**src/rtl/child_slot_rr_scheduler.sv**
```systemverilog
// Round-robin owner scheduler for one shared resource slot among NUM_REQ child instances.
// Define SLOT_SCHED_STATS_EN to add saturating grant_count / timeout_count outputs.
module child_slot_rr_scheduler #(
    parameter int NUM_REQ  = 5,
    parameter int MAX_HOLD = 16,
    parameter int ID_W     = 3
) (
    input  logic               clk,
    input  logic               rst,
    input  logic [NUM_REQ-1:0] req,
    input  logic [NUM_REQ-1:0] done,
    output logic [NUM_REQ-1:0] gnt,
    output logic               gnt_valid,
    output logic [ID_W-1:0]    gnt_id,
    output logic               timeout,
    output logic               busy
`ifdef SLOT_SCHED_STATS_EN
    ,
    output logic [15:0]        grant_count,
    output logic [15:0]        timeout_count
`endif
);

    typedef enum logic [1:0] {IDLE, GRANT, GAP} state_t;

    typedef struct packed {
        logic [NUM_REQ-1:0] gnt;
        logic [ID_W-1:0]    id;
        logic               timeout;
    } slot_t;

    state_t      state, state_nxt;
    slot_t       cur, nxt;
    logic [ID_W-1:0] ptr, ptr_nxt;
    logic [7:0]  hold_cnt, hold_nxt;
    logic [ID_W-1:0] win_id;
    logic        win_vld;
    logic        release_c;
    logic        at_limit;

    // Rotating priority scan: iterate from lowest priority up so the first
    // set bit at or after ptr is the last one written.
    always_comb begin
        win_vld = 1'b0;
        win_id  = '0;
        for (int k = NUM_REQ - 1; k >= 0; k--) begin
            if (req[(int'(ptr) + k) % NUM_REQ]) begin
                win_vld = 1'b1;
                win_id  = ID_W'((int'(ptr) + k) % NUM_REQ);
            end
        end
    end

    assign release_c = done[cur.id] | ~req[cur.id];
    assign at_limit  = (hold_cnt == 8'(MAX_HOLD));

    always_comb begin
        state_nxt   = state;
        ptr_nxt     = ptr;
        hold_nxt    = hold_cnt;
        nxt         = cur;
        nxt.timeout = 1'b0;
        case (state)
            IDLE, GAP: begin
                if (win_vld) begin
                    state_nxt       = GRANT;
                    nxt.gnt         = '0;
                    nxt.gnt[win_id] = 1'b1;
                    nxt.id          = win_id;
                    hold_nxt        = 8'd1;
                end else begin
                    state_nxt = IDLE;
                    nxt.gnt   = '0;
                    nxt.id    = '0;
                    hold_nxt  = '0;
                end
            end
            GRANT: begin
                if (release_c || at_limit) begin
                    // A release on the last allowed cycle wins over the revoke.
                    state_nxt   = GAP;
                    nxt.gnt     = '0;
                    nxt.id      = '0;
                    nxt.timeout = ~release_c;
                    hold_nxt    = '0;
                    ptr_nxt     = (cur.id == ID_W'(NUM_REQ - 1)) ? '0 : cur.id + 1'b1;
                end else if (hold_cnt != 8'hFF) begin
                    hold_nxt = hold_cnt + 8'd1;
                end
            end
            default: begin
                state_nxt = IDLE;
                nxt.gnt   = '0;
                nxt.id    = '0;
                hold_nxt  = '0;
            end
        endcase
    end

    always_ff @(posedge clk) begin
        if (rst) begin
            state    <= IDLE;
            ptr      <= '0;
            hold_cnt <= '0;
            cur      <= '0;
        end else begin
            state    <= state_nxt;
            ptr      <= ptr_nxt;
            hold_cnt <= hold_nxt;
            cur      <= nxt;
        end
    end

    assign gnt       = cur.gnt;
    assign gnt_id    = cur.id;
    assign timeout   = cur.timeout;
    assign gnt_valid = |cur.gnt;
    assign busy      = (state != IDLE);

`ifdef SLOT_SCHED_STATS_EN
    logic grant_entry;
    assign grant_entry = (state != GRANT) && (state_nxt == GRANT);

    always_ff @(posedge clk) begin
        if (rst) begin
            grant_count   <= '0;
            timeout_count <= '0;
        end else begin
            if (grant_entry && grant_count != 16'hFFFF)
                grant_count <= grant_count + 16'd1;
            if (nxt.timeout && timeout_count != 16'hFFFF)
                timeout_count <= timeout_count + 16'd1;
        end
    end
`endif

endmodule
```
**config.mk**
```make
export PLATFORM = sky130hd
export DESIGN_NAME = child_slot_rr_scheduler
export DESIGN_NICKNAME = d
export VERILOG_FILES = /design/src/rtl/child_slot_rr_scheduler.sv
export SDC_FILE = /design/constraint.sdc
export NUM_CORES = 1
export LEC_CHECK = 0
export CORE_MARGIN = 3
export CORE_UTILIZATION = 55
export CTS_BUF_LIST = sky130_fd_sc_hd__clkbuf_8
export CTS_CLUSTER_DIAMETER = 120
export DETAILED_ROUTE_END_ITERATION = 10
export PLACE_DENSITY = 0.78
export SLEW_MARGIN = 15
export SYNTH_ARGS = -nofsm -noshare
export SYNTH_HDL_FRONTEND = slang
export SYNTH_SLANG_ARGS = --single-unit
```
**constraint.sdc**
```tcl
create_clock -name clk -period 4.18 [get_ports clk]
set_clock_uncertainty 0.05 [all_clocks]
set_input_delay 0.627 -clock clk [delete_from_list [all_inputs] [get_ports clk]]
set_output_delay 0.627 -clock clk [all_outputs]
set_load 0.02 [all_outputs]
```
== Word level (Yosys, flattened, before mapping) ==
Cells that the tools add are included.

* Logic and storage cells: 87
* Output and inout bits: 11
* Register bits: 22
* Bits of input ports: 12

* Equality and inequality tests: 7
* Magnitude comparators: 8
* Bitwise operators: 5
* Add/sub/neg operators: 6
* Divide/modulo/power cells: 5
* Multiplexer cells: 42
* Reduce and logical (&&, ||, !) cells: 8

{| class="wikitable"
|+ Operator list
! operator !! number
|-
| < comparator 32 x 5 -> 1 bit, second input constant || 5
|-
| modulo 32 x 4 -> 32 bit, second input constant || 4
|-
| modulo 4 x 4 -> 32 bit, second input constant || 1
|-
| case mux 8 bit (2 select lines) || 2
|-
| two-way mux 8 bit || 3
|-
| binary-select mux 1 bit (select 3 bit) || 7
|-
| two-way mux 1 bit || 20
|-
| two-way mux 3 bit || 6
|-
| two-way mux 9 bit || 1
|-
| adder 3 x 2 -> 4 bit, second input constant || 2
|-
| adder 8 x 1 -> 8 bit, second input constant || 1
|-
| equality test 8 x 5 -> 1 bit, second input constant || 1
|-
| < comparator 3 x 4 -> 1 bit, second input constant || 2
|-
| inequality test 8 bit, second input constant || 1
|-
| OR reduction 5 bit || 1
|-
| adder 3 x 1 -> 4 bit, second input constant || 1
|-
| adder 3 x 3 -> 4 bit, second input constant || 1
|-
| inverter 1 bit || 4
|-
| case mux 2 bit (2 select lines) || 1
|-
| adder 3 x 1 -> 3 bit, second input constant || 1
|-
| demux 1 bit (select 3 bit) || 1
|-
| equality test 3 bit, second input constant || 1
|-
| greater-or-equal comparator 3 x 1 -> 1 bit, second input constant || 1
|-
| inequality test 3 bit, second input constant || 1
|-
| other kinds (12) || 12
|}

== Logic depth before layout (Yosys ltp) ==
* Word-level depth: 16
* Depth in mapped cells: 18

== Worst setup path after synthesis ==
No wires, ideal clock.

* Kind: reg2reg
* Start point: register ptr[2]
* End point: register cur, in the netlist gnt_id[0]
* Buffers on the path: 2
* Arrival: 4303 ps
* Cell stages (with the launch flop): 19
* Required time: 4038 ps
* Path slack: -266 ps
* Path through: dfxtp_1 buf_2 inv_1 ha_1 buf_2 o21ai_1 nand2_1 xnor2_1 ha_1 fa_1 a21boi_0 nand3_1 a32oi_1 a21oi_1 or2_1 or4_4 a2111oi_4 nor3_1 o32ai_1

* Cells in the longest elaborated chain, start to end: 12
* Elaborated cells between the ends (all ways): 36
* Those cells by class: 4 x add/sub; 5 x div; 27 x mux

{| class="wikitable"
|+ Ends and longest elaborated chain
! item !! RTL line !! source
|-
| start: declaration || 34 || <nowiki>logic [ID_W-1:0] ptr, ptr_nxt;</nowiki>
|-
| start signal: assignment || 108 || <nowiki>ptr <= ptr_nxt;</nowiki>
|-
| adder 3 x 3 -> 4 bit || 47, 49 ||
|-
| modulo 32 x 4 -> 32 bit || 47, 49 ||
|-
| binary-select mux 1 bit (select 3 bit) || 47 || <nowiki>if (req[(int'(ptr) + k) % NUM_REQ]) begin</nowiki>
|-
| two-way mux 1 bit (implied by the code) (2 in a row) || 47 ||
|-
| two-way mux 3 bit / two-way mux 1 bit (equally long branches) (5 in a row) || 47 ||
|-
| two-way mux 8 bit (*) || 65 || <nowiki>if (win_vld) begin</nowiki>
|-
| case mux 8 bit (2 select lines) (*) || 63 || <nowiki>case (state)</nowiki>
|-
| end signal: assignment || 110 || <nowiki>cur <= nxt;</nowiki>
|-
| end: declaration || 33 || <nowiki>slot_t cur, nxt;</nowiki>
|}

Mark *: on every way between the ends. The rest lies on a longest branch, timed or not. The select of a mux whose other input is x is not followed.
A chain may end at the register's enable or synchronous reset.

== Worst setup path in the final report ==
* Start point: register ptr[2]
* End point: register cur, in the netlist gnt[0]

* Cells in the longest elaborated chain, start to end: 16
* Elaborated cells between the ends (all ways): 41
* Those cells by class: 4 x add/sub; 5 x div; 2 x order compare; 29 x mux; 1 x reduce/logical

{| class="wikitable"
|+ Ends and longest elaborated chain
! item !! RTL line !! source
|-
| adder 3 x 3 -> 4 bit || 47, 49 ||
|-
| modulo 32 x 4 -> 32 bit || 47, 49 ||
|-
| binary-select mux 1 bit (select 3 bit) || 47 ||
|-
| two-way mux 1 bit (implied by the code) (2 in a row) || 47 ||
|-
| two-way mux 3 bit (5 in a row) || 47 ||
|-
| < comparator 3 x 4 -> 1 bit (implied by the code) / greater-or-equal comparator 3 x 1 -> 1 bit (equally long branches) || 68 || <nowiki>nxt.gnt[win_id] = 1'b1;</nowiki>
|-
| logical AND 1 bit (implied by the code) || 68 ||
|-
| two-way mux 1 bit (implied by the code) || 68 ||
|-
| demux 1 bit (select 3 bit) || 68 ||
|-
| two-way mux 8 bit (*) || 65 ||
|-
| case mux 8 bit (2 select lines) (*) || 63 ||
|}

Marked as above.

==> flow_metrics.tcl <==
set metrics [dict create \
    outcome "finished clean" \
    cts.path.max_buffers 2 \
    initial_utilization_pct 59.54 \
    diodes 0 \
    postLayoutCoreUtil_pct 71.46 \
    synth-seq-area-share_pct 16.21 \
    hold_viol 0 \
    drv_slew 0 \
    synthCells 344 \
    antenna_found_initial 0 \
    area_growth_pct 20.03 \
    worst-setup-path-type "flip-flop to flip-flop" \
    synthArstFlopShare_pct 0 \
    wl_per_cell_um 16.77 \
    use_met3_pct 3.310 \
    path_max_fanout 11 \
    pin_count 23 \
    cp_cell_sequence "buf_4 > ha_1 > a21oi_4 > inv_2 > o211ai_1 > a21boi_4 > ha_2 > inv_1 > o221a_4 > or2_4 > or3_4 > a211oi_4 > o31ai_1 > a31o_1 > or4_4 > o31ai_2" \
    post-route-period-util_pct 96.53 \
    grt_overflow 0 \
    final_common_cell "nor2_1" \
    port_buffers 22 \
    drv_cap 0 \
    synth_cell_types 72 \
    peakVddDrop_mv 0.3417 \
    power_density_nw_per_um2 704.6 \
    finalPower_w 0.002298 \
    htreeDepth 1 \
    drt_iter0_markers 254 \
    rows 24 \
    busiest_layer "met2" \
    vias 2799 \
    tightest_slew_ns 0.6085 \
    critPathBufInv 3 \
    synth_area_um2 2718 \
    syn-mean-instance-area_um2 7.900 \
    path_clk_slew_ns 0.09 \
    syn-num-nets 382 \
    cts.sinks 22 \
    dieHeight_um 76.29 \
    endpoint_kind "flip-flop" \
    cp_top_family "compound AO/OA/AOI/OAI gates" \
    core_area_um2 4564 \
    cp.arrival_ns 4.17 \
    startpoint_type "flip-flop" \
    ys_ff_latch 22 \
    final_layout_size_suffix_gt1_share_pct 18.42 \
    mostFrequentLayoutCells "nor2_1, nand2_1, ha_1" \
    fin_crit_ns 4.035 \
    cp.required_ns 4.32 \
    cts_root_buffer "clkbuf_8" \
    die_x_um 76.29 \
    synth_edf_count 0 \
    met1_usage_pct 34.13 \
    use_met2_pct 41.56 \
    ant_nets 0 \
    cts_tree "yes" \
    slew_headroom_pct 59.43 \
    drt_wl_total_mm 7.464 \
    gp_congestion 0.9566 \
    grt_use_total_pct 24.91 \
    clkLatencyLatePin_ns 0.27 \
    grt_pass1_wl_mm 12.19 \
    grt_max_degree 18 \
    viasPerCell 6.290 \
    hp-class "flip-flop to flip-flop" \
    dpl.hpwl_mm 5.818 \
    drc 0 \
    cts_buffers 3 \
    synth_ff_type "dfxtp_1" \
    fin_nets 419 \
    slowest_stage "or4_4" \
    yosysWarnings 0 \
    grt_pass1_vias 2548 \
    critPathMaxStageDelay_ns 0.43 \
    max_clock_freq_mhz 247.8 \
    dieArea_um2 5820 \
    design_area_um2 3262 \
    drt_first_pass_iters 5 \
    dpl_cell_area_um2 3142 \
    setup_viol 0 \
    p_leak_nw 1.321 \
]
[tightest hold or removal path: cells and delay by family (launching register included)]
family	cells	cell delay, ns
DFF	1	0.33
and+or+nand+nor	2	0.10
[kinds of logic after synthesis]
group / Yosys count / synth area share [%]
adders and majority gates: 26 / 12.25
xor gates and xnor gates: 13 / 4.742
buffers and inverters: 37 / 5.479
muxes: 16 / 7.965
DFF: 22 / 16.21
and+or+nand+nor: 132 / 24.40
AOI/OAI and AO/OA: 98 / 28.96
[final timing paths]
kind                             from                  end  slack (ns)  cells after the start
setup / recovery  ptr[2]$_SDFFE_PP0P_  gnt[0]$_SDFFE_PP0P_        0.14                     16
hold / removal    gnt[4]$_SDFFE_PP0P_  gnt[4]$_SDFFE_PP0P_        0.42                      2
setup reg to reg  ptr[2]$_SDFFE_PP0P_  gnt[0]$_SDFFE_PP0P_        0.14                     16
hold reg to reg   gnt[4]$_SDFFE_PP0P_  gnt[4]$_SDFFE_PP0P_        0.42                      2
[state kept, by name, summed over array words and instances, names as in the netlist]
register / cells
gnt: 5
state: 2
ptr: 3
hold_cnt: 8
gnt_id: 3
timeout: 1
[what timing repair did]
item	CTS	global route
hold buffers	0	0
endpoints found under the setup margin	0	9
setup buffers	0	0
resized for setup	0	12
[metrics by stage]
step                hold WS (ns)    TNS, ns  std cells  setup WS (ns)
global placement          0.4175          0        441         0.2097
floorplan                 0.4186  -0.003422        344      -0.003422
global route              0.4522  -0.008587        445      -0.008587
CTS                       0.4202          0        445         0.1206
detailed placement        0.4067          0        441         0.1223
finish                    0.4152          0        445         0.1450
[layout make-up]
cell class / instances / area (µm²)
Clock buffer: 3 / 41.29
Clock inverter: 1 / 30.03
Fill cell: 389 / 1303
Inverter: 25 / 96.34
Multi-Input combinational cell: 285 / 2182
Sequential cell: 22 / 445.4
Tap cell: 65 / 81.33
Timing Repair Buffer: 44 / 385.4
[where the power goes]
group          leakage [nW]  switching (W)  internal (W)
logic                  1.11        0.00103      0.000767
clock network        0.0357      0.0000733      0.000128
registers             0.180      0.0000472      0.000256
total                  1.32        0.00115       0.00115
[cells in the mapped netlist, drive strengths merged, types with 4 or more instances]
library cell,number,area [µm²]
nor2b,7,43.79
a21boi,4,33.78
a211oi,5,60.05
clkbuf,5,18.77
xor2,4,35.03
a21oi,23,126.4
o31ai,9,82.58
mux4,4,90.09
xnor2,9,93.84
nand4,5,31.28
ha,25,312.8
inv,25,93.84
buf,7,36.28
nor2,38,142.6
and3,5,31.28
dfxtp,22,440.4
nand3,13,65.06
or2,4,27.53
mux2i,10,100.1
nand2,27,101.4
o21ai,15,75.07
nor3,12,60.06
nor4,5,31.28
o211ai,4,30.03
[per-layer routing]
layer	share of wire (%)	vias to the layer above
li1	-	1344
met1	44	1327
met2	47	115
met3	7.3	13
met4	1.4	0
met5	0	-
Power figures use the tool's default switching activity.
